## src/rtl/spi_pkg.sv

```systemverilog
// Shared SPI definitions: receiver/master FSM state encoding and default frame width.
package spi_pkg;

    localparam int SPI_DATA_W_DEFAULT = 8;

    typedef enum logic [0:0] {
        ST_IDLE = 1'b0,
        ST_RECV = 1'b1
    } spi_state_t;

endpackage : spi_pkg

```

## src/rtl/spi_sync.sv

```systemverilog
// N-stage flop chain for bringing an asynchronous single-bit line into the clk_i domain.
module spi_sync #(
    parameter int N = 2
) (
    input  logic clk_i,
    input  logic arstn_i,
    input  logic d_i,
    output logic q_o
);

    logic [N-1:0] r_chain;

    always_ff @(posedge clk_i or negedge arstn_i) begin
        if (!arstn_i) begin
            r_chain <= '0;
        end else begin
            r_chain <= {r_chain[N-2:0], d_i};
        end
    end

    assign q_o = r_chain[N-1];

endmodule : spi_sync

```

## src/rtl/spi_slave_rx.sv

```systemverilog
// SPI mode-0 receive-only slave, oversampled by clk_i, with a one-deep valid/ready output holding register.
module spi_slave_rx
    import spi_pkg::*;
#(
    parameter int DATA_W      = SPI_DATA_W_DEFAULT,
    parameter int SYNC_STAGES = 2,
    parameter bit MSB_FIRST   = 1'b1
) (
    input  logic              clk_i,
    input  logic              arstn_i,
    input  logic              sclk_i,
    input  logic              ss_i,
    input  logic              mosi_i,
    output logic [DATA_W-1:0] data_o,
    output logic              valid_o,
    input  logic              ready_i,
    output logic              busy_o,
    output logic              overrun_o,
    output logic              frame_err_o
);

    localparam int                CNT_W    = $clog2(DATA_W);
    localparam logic [CNT_W-1:0] CNT_LAST = CNT_W'(DATA_W - 1);

    logic w_sclk_s;
    logic w_ss_s;
    logic w_mosi_s;

    spi_sync #(.N(SYNC_STAGES)) u_sync_sclk (
        .clk_i   (clk_i),
        .arstn_i (arstn_i),
        .d_i     (sclk_i),
        .q_o     (w_sclk_s)
    );

    spi_sync #(.N(SYNC_STAGES)) u_sync_ss (
        .clk_i   (clk_i),
        .arstn_i (arstn_i),
        .d_i     (ss_i),
        .q_o     (w_ss_s)
    );

    spi_sync #(.N(SYNC_STAGES)) u_sync_mosi (
        .clk_i   (clk_i),
        .arstn_i (arstn_i),
        .d_i     (mosi_i),
        .q_o     (w_mosi_s)
    );

    logic r_sclk_d;
    logic r_ss_d;
    logic w_sclk_rise;
    logic w_ss_rise;
    logic w_ss_fall;

    always_ff @(posedge clk_i or negedge arstn_i) begin
        if (!arstn_i) begin
            r_sclk_d <= 1'b0;
            r_ss_d   <= 1'b0;
        end else begin
            r_sclk_d <= w_sclk_s;
            r_ss_d   <= w_ss_s;
        end
    end

    assign w_sclk_rise = w_sclk_s & ~r_sclk_d;
    assign w_ss_rise   = w_ss_s & ~r_ss_d;
    assign w_ss_fall   = ~w_ss_s & r_ss_d;

    spi_state_t        r_state;
    spi_state_t        w_state_next;
    logic [CNT_W-1:0]  r_cnt;
    logic [CNT_W-1:0]  w_cnt_next;
    logic [DATA_W-1:0] r_shift;
    logic [DATA_W-1:0] w_shift_next;
    logic [DATA_W-1:0] w_word;
    logic              w_complete;
    logic              w_frame_err;

    // w_word is the shift register with the current mosi bit folded in; on the last bit it is the whole frame.
    always_comb begin
        w_state_next = r_state;
        w_cnt_next   = r_cnt;
        w_shift_next = r_shift;
        w_complete   = 1'b0;
        w_frame_err  = 1'b0;
        if (MSB_FIRST) begin
            w_word = {r_shift[DATA_W-2:0], w_mosi_s};
        end else begin
            w_word = {w_mosi_s, r_shift[DATA_W-1:1]};
        end

        // A select rise wins over a coincident sclk rise so a new frame always starts clean.
        if (w_ss_rise) begin
            w_state_next = ST_RECV;
            w_cnt_next   = '0;
            w_shift_next = '0;
        end else if (r_state == ST_RECV) begin
            if (w_ss_fall) begin
                w_state_next = ST_IDLE;
                w_cnt_next   = '0;
                w_shift_next = '0;
                w_frame_err  = (r_cnt != '0);
            end else if (w_sclk_rise) begin
                if (r_cnt == CNT_LAST) begin
                    w_cnt_next   = '0;
                    w_shift_next = '0;
                    w_complete   = 1'b1;
                end else begin
                    w_cnt_next   = r_cnt + CNT_W'(1);
                    w_shift_next = w_word;
                end
            end
        end
    end

    always_ff @(posedge clk_i or negedge arstn_i) begin
        if (!arstn_i) begin
            r_state <= ST_IDLE;
            r_cnt   <= '0;
            r_shift <= '0;
        end else begin
            r_state <= w_state_next;
            r_cnt   <= w_cnt_next;
            r_shift <= w_shift_next;
        end
    end

    logic [DATA_W-1:0] r_data;
    logic              r_valid;
    logic              r_overrun;
    logic              r_frame_err;

    // A completed frame is only accepted if the holding register is empty or being drained this cycle.
    always_ff @(posedge clk_i or negedge arstn_i) begin
        if (!arstn_i) begin
            r_data      <= '0;
            r_valid     <= 1'b0;
            r_overrun   <= 1'b0;
            r_frame_err <= 1'b0;
        end else begin
            r_overrun   <= 1'b0;
            r_frame_err <= w_frame_err;
            if (w_complete) begin
                if (!r_valid || ready_i) begin
                    r_data  <= w_word;
                    r_valid <= 1'b1;
                end else begin
                    r_overrun <= 1'b1;
                end
            end else if (r_valid && ready_i) begin
                r_valid <= 1'b0;
            end
        end
    end

    assign data_o      = r_data;
    assign valid_o     = r_valid;
    assign busy_o      = (r_state == ST_RECV);
    assign overrun_o   = r_overrun;
    assign frame_err_o = r_frame_err;

endmodule : spi_slave_rx

```

## config.mk

```make
export PLATFORM = sky130hd
export DESIGN_NAME = spi_slave_rx
export DESIGN_NICKNAME = d
export VERILOG_FILES = /design/src/rtl/spi_pkg.sv /design/src/rtl/spi_sync.sv /design/src/rtl/spi_slave_rx.sv
export SDC_FILE = /design/constraint.sdc
export NUM_CORES = 1
export LEC_CHECK = 0
export ABC_CLOCK_PERIOD_IN_PS = 2100
export BUFFER_PORTS_ARGS = -buffer_cell sky130_fd_sc_hd__buf_2
export CORE_MARGIN = 2
export CORE_UTILIZATION = 53
export DETAILED_ROUTE_END_ITERATION = 7
export PLACE_DENSITY = 0.75
export RECOVER_POWER = 100
export SYNTH_ARGS = -nofsm -noshare
export SYNTH_HDL_FRONTEND = slang
export SYNTH_SLANG_ARGS = --single-unit
export TNS_END_PERCENT = 20
```

## constraint.sdc

```tcl
create_clock -name clk_i -period 2.1 [get_ports clk_i]
set_input_delay 0.315 -clock clk_i [delete_from_list [all_inputs] [get_ports clk_i]]
set_output_delay 0.315 -clock clk_i [all_outputs]
set_load 0.02 [all_outputs]
```

==> metrics.txt <==
Arrival @ worst endpoint 1.94 ns; share of cells above drive strength 1 15.8%; max-cap violations 1; core box area 1980 µm²; vias per cell 5.03; hold crit path type in2reg; CTS tree done; clock share of power 38.9%; global route overflow 0; Horiz. Die Dim 50.2 µm; min Tclk post-route 1.68 ns; I/O Buffers 17; worst slew pin tran 1.51 ns; Pwr Total 1.06 mW; detailed-route via count 614; Die Ht 50.2 µm; initial drt markers 10; clock sink count 30; Comb pwr share 4.4%; RSZ-0062 raised after global routing no; total track usage 16.2%; Worst setup EP type flip-flop; Setup violations, final 0; final WL 1530 µm; DRT antenna net count 0; Post-Syn Area per Cell 15.7 µm²; FP Rows 16; Crit path buffers/inverters 0; failing checks capacitance limit, slew limit; Crit path required time 2.36 ns; commonest cells after routing, fill and taps aside dfrtp_1 (30), clkbuf_1 (13), a22o_1 (9); Worst path top cell family by delay compound AO/OA/AOI/OAI gates; sw frac 21.0%; yosys warns 0; routed len/inst 12.5 µm; post-synth cell types 19; Syn Inst Count 72; Hold Fails Final Rpt 0; area of the die 2520 µm²; Detail Placement HPWL 1050 µm; # resized after CTS 0; fmax 0.594 GHz; antenna violations before repair 0; P_int 0.837 mW; Area Growth Syn to Fin 11.6%; clk root buf clkbuf_4; Cell Area, Synth 1130 µm²; Slowest cell on crit path a21oi_1; CTS Buffer Depth 2; Yosys reg bits 30; vias in the first global route 628; Power Dens Cells 839 nW/µm²; kind of critical path reg2reg; # H-tree levels 2; Final GP Congestion 0.733; peak supply drop 0.819 mV; status finished with violations; fin. max-slew vios 31; sequential area share after synthesis 66.3%; startpoint class of the critical path flip-flop; Placed Cells 114; Synth Net Count 81; first-pass GRT wire length 2850 µm; CTS hold repair buffers 0; sequential share of power 56.7%; Fin Setup TNS 0 ns; final core occ 63.8%; fill count 173; critical path's largest stage delay 0.56 ns; post-route clock period utilization 80.2%; fin nets 103; fin cells 122; Slew headroom -0.507%; I/O pin count 18; cts bufs inserted 5; setup bufs post-CTS 0; initial core utilization 57.1%; most common cell after layout, fill and taps aside dfrtp_1; clock skew 0.0111 ns; DRC Markers 0; switching power 0.223 mW; leak pwr 0.635 nW; Worst-path clk slew 0.09 ns; Clk Latency, worst-skew pair 0.32 ns; Antenna diodes 0; DR pass1 iterations 4; worst path cell trace and2b_1 -> o21a_1 -> a21oi_1 -> mux2_2; largest net degree at the start of global routing 31; CP Max Fanout 10
==> cell type report <==
cell class / instances / area (µm²) / area share (%)
flip-flops and latches: 30 / 751 / 59.4
multi-input cells: 36 / 317 / 25.0
clock buffers: 8 / 78.8 / 6.24
repair buffers: 17 / 68.8 / 5.45
well taps: 27 / 33.8 / 2.67
inverters: 4 / 15.0 / 1.19
==> flip-flops by register name, summed over array words and instances (netlist names) <==
register             flops
busy_o                   1
data_o                   8
frame_err_o              1
overrun_o                1
r_cnt                    3
r_sclk_d                 1
r_shift                  7
r_ss_d                   1
u_sync_mosi.r_chain      2
u_sync_sclk.r_chain      2
u_sync_ss.r_chain        2
valid_o                  1
==> Yosys cell counts (all sizes together) <==
master  instances  area, µm²
nor2b           2       12.5
and3            2       22.5
a21oi           2       13.8
inv             4       15.0
ha              3       37.5
nor2            1       3.75
nand2b          1       6.26
o21a            1       7.51
maj3            1       10.0
clkbuf          1       3.75
dfrtp          30        751
buf             1       11.3
nand2           3       11.3
xnor2           1       8.76
a22o            9       78.8
and2b           1       7.51
mux2            9        131
==> power by group through the flow <==
stage | clock network, mW | logic (mW) | registers, mW
3_5_place_dp | 0 | 0.0510 | 0.613
5_1_grt | 0.458 | 0.0548 | 0.604
3_3_place_gp | 0 | 0.0494 | 0.613
2_1_floorplan | 0 | 0.0255 | 0.614
6_report | 0.413 | 0.0465 | 0.601
4_1_cts | 0.428 | 0.0509 | 0.602
==> routing by layer <==
layer,up-vias,global-route usage (%),wire length (µm)
li1,295,-,-
met1,293,20.8,700
met2,21,21.9,686
met3,5,8.04,97
met4,0,9.72,43
met5,-,0,0
==> final timing paths <==
path	slack [ns]	start	cells after the start	end
min in group asynchronous	0.34	arstn_i	1	r_cnt[2]$_DFFE_PN0P_
worst min-delay path	0.11	ss_i	1	u_sync_ss.r_chain[0]$_DFF_PN0_
worst min register to register	0.35	u_sync_ss.r_chain[0]$_DFF_PN0_	0	u_sync_ss.r_chain[1]$_DFF_PN0_
worst max-delay path	0.42	u_sync_ss.r_chain[1]$_DFF_PN0_	4	r_cnt[0]$_DFFE_PN0P_
worst max register to register	0.42	u_sync_ss.r_chain[1]$_DFF_PN0_	4	r_cnt[0]$_DFFE_PN0P_
max in group asynchronous	0.86	arstn_i	1	u_sync_ss.r_chain[0]$_DFF_PN0_
==> kinds of logic (layout without fill, tap and decap cells) <==
family | count (synthesis) | count (layout) | synth area share, %
AOI/OAI and AO/OA | 12 | 12 | 8.84
xor gates and xnor gates | 1 | 1 | 0.774
adders and majority gates | 4 | 4 | 4.20
buffers and inverters | 6 | 29 | 2.65
DFF | 30 | 30 | 66.3
muxes | 9 | 9 | 11.6
and+or+nand+nor | 10 | 10 | 5.64
==> through the flow <==
stage | instance area (µm²) | hold slack, ns | worst slack, ns
after floorplan | 1130 | 0.0194 | 0.604
after global placement | 1240 | 0.335 | 0.580
after detailed placement | 1240 | 0.337 | 0.544
after CTS | 1320 | 0.0162 | 0.534
after global routing | 1260 | 0.0767 | 0.251
final | 1260 | 0.107 | 0.416
No activity file was read; power rests on OpenSTA's default activity.
